### src/rtl/slow_pulse_collector.sv
// slow_pulse_collector
//   Slow-domain consumer of a fast-to-slow pulse synchronizer. The first pulse
//   seen while idle opens a window of WIN_LEN clk_s edges. Every pulse inside
//   the window is counted, saturating at 2^CNT_W-1. When the window closes, the
//   count is presented as a valid/ready report. Pulses that arrive while a
//   report is pending are discarded and recorded in a sticky drop flag.
//
// Ports
//   clk_s      in   single clock, rising edge
//   rst        in   synchronous, active-high reset
//   pulse_in   in   event pulse, synchronous to clk_s (one event per high cycle)
//   rpt_ready  in   downstream accepts the report (ignored outside REPORT)
//   rpt_valid  out  window report presented
//   rpt_count  out  number of events in the window (saturating)
//   rpt_sat    out  count saturated during the window
//   drop       out  sticky: an event was discarded (cleared by reset only)
//   busy       out  FSM not idle
module slow_pulse_collector #(
    parameter int WIN_LEN = 16,
    parameter int CNT_W   = 4
) (
    input  logic             clk_s,
    input  logic             rst,
    input  logic             pulse_in,
    input  logic             rpt_ready,
    output logic             rpt_valid,
    output logic [CNT_W-1:0] rpt_count,
    output logic             rpt_sat,
    output logic             drop,
    output logic             busy
);

    // Timer only needs to reach WIN_LEN-1
    localparam int TW = (WIN_LEN > 2) ? $clog2(WIN_LEN) : 1;
    localparam logic [TW-1:0] TIMER_LAST = TW'(WIN_LEN - 1);

    typedef enum logic [1:0] {
        IDLE    = 2'd0,
        COLLECT = 2'd1,
        REPORT  = 2'd2
    } state_t;

    state_t           state_q;
    logic [TW-1:0]    timer_q;
    logic [CNT_W-1:0] count_q;
    logic             sat_q;
    logic             drop_q;

    always_ff @(posedge clk_s) begin
        if (rst) begin
            state_q <= IDLE;
            timer_q <= '0;
            count_q <= '0;
            sat_q   <= 1'b0;
            drop_q  <= 1'b0;
        end else begin
            unique case (state_q)
                IDLE: begin
                    // Opening pulse is window edge 0 and counts as the first event
                    if (pulse_in) begin
                        state_q <= COLLECT;
                        count_q <= CNT_W'(1);
                        sat_q   <= 1'b0;
                        timer_q <= TW'(1);
                    end
                end
                COLLECT: begin
                    if (pulse_in) begin
                        if (count_q == '1) begin
                            sat_q <= 1'b1;
                        end else begin
                            count_q <= count_q + CNT_W'(1);
                        end
                    end
                    // timer_q holds the index of the current window edge
                    if (timer_q == TIMER_LAST) begin
                        state_q <= REPORT;
                    end else begin
                        timer_q <= timer_q + TW'(1);
                    end
                end
                REPORT: begin
                    if (pulse_in) begin
                        drop_q <= 1'b1;
                    end
                    // count/sat are kept so the report values persist after acceptance
                    if (rpt_ready) begin
                        state_q <= IDLE;
                        timer_q <= '0;
                    end
                end
                default: begin
                    state_q <= IDLE;
                end
            endcase
        end
    end

    assign rpt_valid = (state_q == REPORT);
    assign busy      = (state_q != IDLE);
    assign rpt_count = count_q;
    assign rpt_sat   = sat_q;
    assign drop      = drop_q;

endmodule

### config.mk
export PLATFORM = sky130hd
export DESIGN_NAME = slow_pulse_collector
export DESIGN_NICKNAME = d
export VERILOG_FILES = /design/src/rtl/slow_pulse_collector.sv
export SDC_FILE = /design/constraint.sdc
export NUM_CORES = 1
export LEC_CHECK = 0
export ABC_AREA = 1
export CAP_MARGIN = 20
export CORE_UTILIZATION = 45
export CTS_CLUSTER_DIAMETER = 40
export DETAILED_ROUTE_END_ITERATION = 12
export HOLD_SLACK_MARGIN = 0.12
export PLACE_DENSITY = 0.72
export SKIP_LAST_GASP = 1
export SLEW_MARGIN = 40
export SYNTH_ARGS = -nofsm -noshare
export SYNTH_HDL_FRONTEND = slang
export SYNTH_SLANG_ARGS = --single-unit
### constraint.sdc
create_clock -name clk_s -period 3.65 [get_ports clk_s]
set_input_delay 0.9125 -clock clk_s [delete_from_list [all_inputs] [get_ports clk_s]]
set_output_delay 0.9125 -clock clk_s [all_outputs]
set_load 0.1 [all_outputs]
==> impl_metrics.py, run 1 <==
metrics = {
    "sta": {
        "finalSetupTns_ns": 0,
        "setup_viol_count_final": 0,
        "fin_crit_ns": 2.307,
        "rsz0062_at_grt": "false",
        "skew_ns": 0.007240,
        "worst_slew_pin_slew_ns": 0.4841,
        "slew_violations": 0,
        "relSlewSlack_pct": 67.95,
        "hold_violations": 0,
        "max_freq_ghz": 0.4335,
        "post-route-period-util_pct": 63.19,
    },
    "placement": {
        "dp_cells": 139,
        "portBuffers": 11,
        "dpl.hpwl_um": 1196,
        "place_congestion": 0.7956,
    },
    "grt": {
        "antenna_found_initial": 0,
        "grt_pass1_wl_um": 2587,
        "grt.total_usage_pct": 18.55,
        "grt_max_degree": 10,
        "first_global_vias": 620,
        "grt_overflow": 0,
    },
    "drt": {
        "firstDrtPassIters": 4,
        "drt_iter0_drc": 10,
        "antenna_left": 0,
        "drc": 0,
        "vias": 724,
        "wire_per_inst_um": 10.88,
        "viasPerCell": 5.099,
        "drt_wl_total_um": 1545,
    },
    "critical_path": {
        "crit_required_ns": 2.74,
        "crit_chain": "inv_1, ha_1, inv_1, buf_4",
        "cp_num_buf_inv": 3,
        "critical_path_class": "flip-flop to output pin",
        "r2r_cells": 7,
        "slowest_stage": "dfxtp_1",
        "ff2ff_setup_slack_ns": 2.16,
        "crit_family": "buffers and inverters",
        "cp-end-kind": "output pin",
        "critical_path_arrival_ns": 1.39,
        "r2r-end": "timer_q[3]",
        "r2r_start": "state_q[1]",
        "start_kind": "flip-flop",
        "cp_slowest_stage_delay_ns": 0.39,
        "path_common_cell": "inv_1",
        "path_max_fanout": 4,
    },
    "final_layout": {
        "drive_gt1_share_pct": 23.81,
        "syn_to_final_growth_pct": 14.35,
        "final_common_cell": "nand2_1",
        "fin_nets": 139,
        "register_area_um2": 240.2,
        "multiInputGateArea_um2": 474.2,
        "fillCellCount": 162,
        "diodes": 0,
        "final_cell_mix": "nand2_1 (24), nand3_1 (13), nor2_1 (13)",
        "stdcell_count": 142,
    },
    "cts": {
        "cts_buffer_depth": 2,
        "cts_setup_buffers": 0,
        "holdBufCountCts": 0,
        "root_buffer": "clkbuf_4",
        "clk_pin_slew_ns": 0.08,
        "cts_buffers": 3,
        "cts_htree_levels": 1,
        "cts_tree": "built",
        "cts_resized": 0,
        "clock_latency_ns": 0.28,
        "cts.sinks": 12,
    },
    "min_path": {
        "min-delay-start": "rpt_sat",
        "hp-class": "flip-flop to flip-flop",
        "whs_path_depth": 2,
        "holdPathEnd": "rpt_sat",
    },
    "outcome": {
        "status": "finished, final reports clean",
    },
    "floorplanning": {
        "start_util_pct": 50.32,
        "row_count": 14,
        "boundaryPins": 12,
        "core_area_um2": 1577,
        "die_area_um2": 1935,
        "die-width_um": 43.99,
        "die_height_um": 43.99,
    },
    "logic_synthesis": {
        "syn_area_per_cell_um2": 7.020,
        "yosysWarnings": 0,
        "seq_area_frac_synth_pct": 30.28,
        "synth_cells": 113,
        "yosysUniqueCellTypes": 18,
        "syn-num-nets": 124,
        "synth-seq-cells": 12,
        "synth_area_um2": 793.3,
    },
    "job": {
        "cap_violations": 0,
    },
}
-- worst register-to-register path, stage by stage (launching register included) --
cell and delay (ns):
dfxtp_1 0.32, inv_1 0.13, ha_1 0.43, nand2_2 0.16
nand2_4 0.13, nand2_2 0.06, a21oi_1 0.11, nor2_1 0.05
-- state kept, by name (all words and copies together), names as in the netlist --
signal,cells
drop,1
rpt_count,4
rpt_sat,1
state_q,2
timer_q,4
-- per-layer routing --
metal / GRT usage [%] / part of all wire, %
met5: 0 / 0
met1: 23.54 / 50
met4: 10.91 / 2.2
met2: 29.85 / 45
met3: 2.500 / 2.6
-- worst max-delay path by stage --
| stage | startpoint | endpoint | slack (ns) | depth (start not counted) |
|---|---|---|---|---|
| after detailed placement | rst | state_q[1] | 1.60 | 4 |
| after floorplan | state_q[0] | rpt_valid | 1.46 | 2 |
| after global routing | state_q[0] | busy | 1.25 | 4 |
| after CTS | state_q[0] | busy | 1.35 | 4 |
| after global placement | rpt_count[3] | rpt_count[3] | 1.24 | 1 |
| final | state_q[0] | busy | 1.34 | 4 |
-- layout make-up --
type / count / share of cell area, %
Timing Repair Buffer: 11 / 9.103
Multi-Input combinational cell: 84 / 52.28
Tap cell: 16 / 2.207
Inverter: 16 / 7.448
Sequential cell: 12 / 26.48
Clock buffer: 3 / 2.483
-- through the flow --
step                      setup slack [ns]  area (um2)  hold slack, ns  utilization (%)
after floorplan                      1.463       793.3          0.4755                -
after global placement               1.243       899.6          0.4453            57.06
after detailed placement             1.599       884.6          0.4562            56.11
after CTS                            1.345       907.1          0.4681            57.54
after global routing                 1.252       907.1          0.5017            57.54
final                                1.343       907.1          0.4634            57.54
-- Yosys cell counts --
master	count	area, um2
nand3_1	13	65.06
inv_4	1	6.260
o21ai_0	1	5.000
nand2_1	24	90.09
a21oi_1	9	45.04
clkinv_4	1	8.760
nand2_2	8	50.05
inv_1	12	45.04
dfxtp_1	12	240.2
inv_2	2	7.510
buf_6	1	11.26
a21oi_2	2	17.52
nand2_4	3	33.78
nand4_1	2	12.51
nand3_2	1	10.01
nor2_1	13	48.80
o21ai_2	1	8.760
ha_1	7	87.58
-- logic make-up after synthesis --
| kind of cell | after synthesis | synth area share (%) |
|---|---|---|
| buf+inv | 17 | 9.937 |
| fa+ha+maj | 7 | 11.04 |
| simple gates | 64 | 39.12 |
| flops | 12 | 30.28 |
| compound gates | 13 | 9.621 |
Power of run 1 is not shown: default switching activity piles up to over one toggle a cycle in this logic, so the estimate is an artifact.
==> run 2, diff against run 1 <==
Clock period 3.65 ns to 2.37 ns, I/O delays scaled along.
==> run 2 against run 1 <==
  * Register-to-register slack got worse by 1.3 ns
  * Cell count rose by 0.70%
  * Setup slack got worse by 0.89 ns
  * Via count fell by 2.6%
  * Wire length fell by 1.7%
  * First-iteration DRC count fell by 10%
  * Highest routed layer unchanged
==> impl_metrics.py, run 2 (same netlist as run 1, synthesis figures left out) <==
metrics = {
    "cts": {
        "cts_setup_buffers": 0,
        "cts_buffers": 3,
        "cts_buffer_depth": 2,
        "clock_latency_ns": 0.28,
        "clk_pin_slew_ns": 0.08,
        "root_buffer": "clkbuf_4",
        "cts_htree_levels": 1,
        "cts_tree": "built",
        "cts.sinks": 12,
        "holdBufCountCts": 0,
        "cts_resized": 0,
    },
    "floorplanning": {
        "boundaryPins": 12,
        "row_count": 14,
        "start_util_pct": 50.32,
        "die_area_um2": 1935,
        "die-width_um": 43.99,
        "core_area_um2": 1577,
        "die_height_um": 43.99,
    },
    "placement": {
        "portBuffers": 11,
        "place_congestion": 0.8682,
        "dpl.hpwl_um": 1168,
    },
    "drt": {
        "drc": 0,
        "antenna_left": 0,
        "drt_wl_total_um": 1518,
        "wire_per_inst_um": 10.62,
        "viasPerCell": 4.930,
        "drt_iter0_drc": 9,
        "firstDrtPassIters": 4,
        "vias": 705,
    },
    "sta": {
        "skew_ns": 0.007714,
        "relSlewSlack_pct": 73.64,
        "post-route-period-util_pct": 80.77,
        "fin_crit_ns": 1.914,
        "finalSetupTns_ns": 0,
        "rsz0062_at_grt": "false",
        "max_freq_ghz": 0.5224,
        "hold_violations": 0,
        "slew_violations": 0,
        "setup_viol_count_final": 0,
        "worst_slew_pin_slew_ns": 0.3953,
    },
    "critical_path": {
        "start_kind": "flip-flop",
        "slowest_stage": "dfxtp_1",
        "path_common_cell": "inv_1",
        "crit_chain": "inv_1, ha_1, inv_1, buf_12",
        "ff2ff_setup_slack_ns": 0.86,
        "crit_required_ns": 1.78,
        "cp-end-kind": "output pin",
        "path_max_fanout": 4,
        "cp_slowest_stage_delay_ns": 0.39,
        "critical_path_arrival_ns": 1.32,
        "critical_path_class": "flip-flop to output pin",
    },
    "final_layout": {
        "drive_gt1_share_pct": 24.41,
        "diodes": 0,
        "final_common_cell": "nand2_1",
        "final_cell_mix": "nand2_1 (24), nand3_1 (13), nor2_1 (13)",
        "syn_to_final_growth_pct": 20.19,
        "fillCellCount": 156,
        "fin_nets": 139,
    },
    "outcome": {
        "status": "finished, final reports clean",
    },
    "grt": {
        "grt_max_degree": 10,
        "grt_pass1_wl_um": 2677,
        "first_global_vias": 651,
        "grt.total_usage_pct": 18.72,
        "antenna_found_initial": 0,
        "grt_overflow": 0,
    },
    "min_path": {
        "hp-class": "flip-flop to flip-flop",
    },
    "job": {
        "cap_violations": 0,
    },
}
## run 2: cell count changes in the layout (fill, tap and decap cells not counted)
cell / delta
buf_12: +2
buf_2: -3
buf_4: +1
clkbuf_8: +1
## run 2: final cells by class
class / instances / area [um2] / area share, %
well taps: 16 / 20.02 / 2.100
clock buffers: 4 / 36.28 / 3.806
flip-flops and latches: 12 / 240.2 / 25.20
inverters: 16 / 67.56 / 7.087
multi-input cells: 84 / 474.2 / 49.74
repair buffers: 11 / 115.1 / 12.07
## run 2: metrics by stage
step	setup WS [ns]	utilization, %	instance area [um2]	cells	hold slack (ns)
floorplan	0.4194	-	793.3	113	0.4755
global placement	0.6350	58.17	917.1	139	0.4594
detailed placement	0.6205	58.17	917.1	139	0.4605
CTS	0.4510	60.48	953.4	143	0.4753
global route	0.3757	60.48	953.4	143	0.5246
finish	0.4558	60.48	953.4	143	0.4693
## run 2: path summary, 6_finish.rpt
kind,from,to,cells past startpoint
worst max register to register,state_q[1],timer_q[3],7
worst min-delay path,rpt_sat,rpt_sat,2
worst max-delay path,state_q[0],busy,4
worst min register to register,rpt_sat,rpt_sat,2
## run 2: critical path: cells and delay by family, from the launching register on
family                     cells  cell delay (ns)
buffers and inverters          3             0.43
DFF                            1             0.39
adders and majority gates      1             0.22
## run 2: routing by layer
| metal | part of all wire (%) | global-route usage, % |
|---|---|---|
| met5 | 0 | 0 |
| met3 | 3.9 | 6.250 |
| met1 | 52 | 25.57 |
| met2 | 43 | 28.06 |
| met4 | 1.5 | 5.455 |
Power of run 2 is left out for the same reason.
==> run 3, diff against run 2 <==
Clock period 2.37 ns to 1.84 ns, I/O delays scaled along.
==> run 3 against run 2 <==
  * Setup slack lost 0.34 ns
  * Via count grew 1.8%
  * Die area is the same
  * Cell count is the same
  * Cell area grew 8.4%
  * Sequential share of layout area shrank 1.7 points
  * Register-to-register slack lost 0.50 ns
  * Worst hold slack gained 0.035 ns
  * Global-route usage grew 2.0 points
  * Clock skew shrank 0.0060 ns
  * Critical path type unchanged
==> impl_metrics.py, run 3 (same netlist as run 1, synthesis figures left out) <==
metrics = {
    "outcome": {
        "status": "finished, final reports clean",
    },
    "floorplanning": {
        "row_count": 14,
        "die_area_um2": 1935,
        "die-width_um": 43.99,
        "start_util_pct": 50.32,
        "core_area_um2": 1577,
        "boundaryPins": 12,
        "die_height_um": 43.99,
    },
    "final_layout": {
        "fin_nets": 140,
        "final_common_cell": "nand2_1",
        "drive_gt1_share_pct": 28.35,
        "syn_to_final_growth_pct": 30.28,
        "final_cell_mix": "nand2_1 (24), nand3_1 (13), nor2_1 (13)",
        "diodes": 0,
    },
    "cts": {
        "clock_latency_ns": 0.27,
        "holdBufCountCts": 0,
        "cts_buffers": 3,
        "root_buffer": "clkbuf_4",
        "cts_htree_levels": 1,
        "cts.sinks": 12,
        "cts_buffer_depth": 2,
        "clk_pin_slew_ns": 0.07,
        "cts_tree": "built",
    },
    "grt": {
        "grt_use_met1_pct": 24.56,
        "grt_overflow": 0,
        "first_global_vias": 736,
        "met3_usage_pct": 6.250,
        "grt_pass1_wl_um": 2939,
        "antenna_found_initial": 0,
        "met2_usage_pct": 34.33,
        "busiest_layer": "met2",
        "grt_max_degree": 10,
        "grt.total_usage_pct": 20.68,
    },
    "critical_path": {
        "r2r-end": "timer_q[3]",
        "critical_path_arrival_ns": 1.26,
        "crit_required_ns": 1.38,
        "critical_path_class": "flip-flop to output pin",
        "ff2ff_setup_slack_ns": 0.36,
        "r2r_cells": 7,
        "path_max_fanout": 5,
        "r2r_start": "state_q[1]",
        "start_kind": "flip-flop",
        "cp-end-kind": "output pin",
    },
    "drt": {
        "drc": 0,
        "drt_iter0_drc": 19,
        "antenna_left": 0,
        "wire_per_inst_um": 11.03,
        "firstDrtPassIters": 4,
        "vias": 718,
        "drt_wl_total_um": 1578,
        "viasPerCell": 5.021,
    },
    "job": {
        "cap_violations": 0,
    },
    "power_and_ir_drop": {
        "ir_drop_uv": 1120,
        "p_leak_nw": 0.4542,
        "p_per_area_nw_per_um2": 1982,
    },
    "placement": {
        "place_congestion": 0.8416,
        "dpl.hpwl_um": 1254,
        "portBuffers": 11,
        "dp_slack_ns": 0.2262,
    },
    "sta": {
        "fin_crit_ns": 1.720,
        "worst_slew_pin_slew_ns": 0.4051,
        "relSlewSlack_pct": 72.99,
        "max_freq_ghz": 0.5813,
        "setup_viol_count_final": 0,
        "post-route-period-util_pct": 93.49,
        "setup_ws_ns": 0.1197,
        "finalSetupTns_ns": 0,
        "skew_ns": 0.001710,
        "rsz0062_at_grt": "false",
        "slew_violations": 0,
        "hold_violations": 0,
    },
    "min_path": {
        "min-delay-start": "rpt_sat",
        "hp-class": "flip-flop to flip-flop",
        "holdPathEnd": "rpt_sat",
        "whs_path_depth": 2,
    },
}
==> run 3: per-stage QoR <==
step / hold slack, ns / util (%) / total power, W / instance area (um2) / instances
4_1_cts: 0.5047 / 65.40 / 0.002059 / 1031 / 143
2_1_floorplan: 0.4755 / - / 0.001522 / 802.0 / 113
5_1_grt: 0.5468 / 65.56 / 0.002204 / 1033 / 143
6_report: 0.5047 / 65.56 / 0.002048 / 1033 / 143
3_3_place_gp: 0.4849 / 63.97 / 0.001873 / 1008 / 140
3_5_place_dp: 0.4928 / 63.97 / 0.001892 / 1008 / 140
==> run 3: routing by layer <==
metal | routed length [um] | vias up
li1 | - | 389
met1 | 727 | 316
met2 | 775 | 9
met3 | 53 | 4
met4 | 22 | 0
met5 | 0 | -
==> run 3: area by class of cell <==
| class | instances | area [um2] |
|---|---|---|
| well taps | 16 | 20.02 |
| inverters | 16 | 71.32 |
| fillers | 143 | 543.0 |
| multi-input cells | 84 | 479.2 |
| clock buffers | 3 | 22.52 |
| flip-flops and latches | 12 | 242.7 |
| repair buffers | 12 | 197.7 |
==> run 3: worst max path at each step <==
stage	startpoint	end	slack (ns)	cells after the start
floorplan	state_q[1]	rpt_count[0]	0.10	8
global placement	pulse_in	timer_q[3]	0.27	8
detailed placement	pulse_in	timer_q[3]	0.23	8
CTS	state_q[1]	busy	0.07	4
global route	state_q[1]	busy	0.02	4
finish	state_q[1]	busy	0.12	4
==> run 3: critical path, cell delays in order (launching register included) <==
cell and delay, ns:
dfxtp_1 0.32, inv_1 0.13, ha_2 0.24, clkinvlp_4 0.12, buf_12 0.18
==> run 3: report_power, final <==
group / total (W) / leakage [nW] / internal (W) / switching, W
clock network: 0.000158 / 0.0138 / 0.0000758 / 0.0000823
registers: 0.000424 / 0.0992 / 0.000338 / 0.0000856
logic: 0.00147 / 0.341 / 0.000518 / 0.000948
total: 0.00205 / 0.454 / 0.000932 / 0.00112
==> run 3: what timing repair did <==
action / CTS / global route
setup endpoints to repair: 0 / 1
buffers inserted: 0 / 0
resized for setup: 0 / 1
Power figures use the tool's default switching activity.
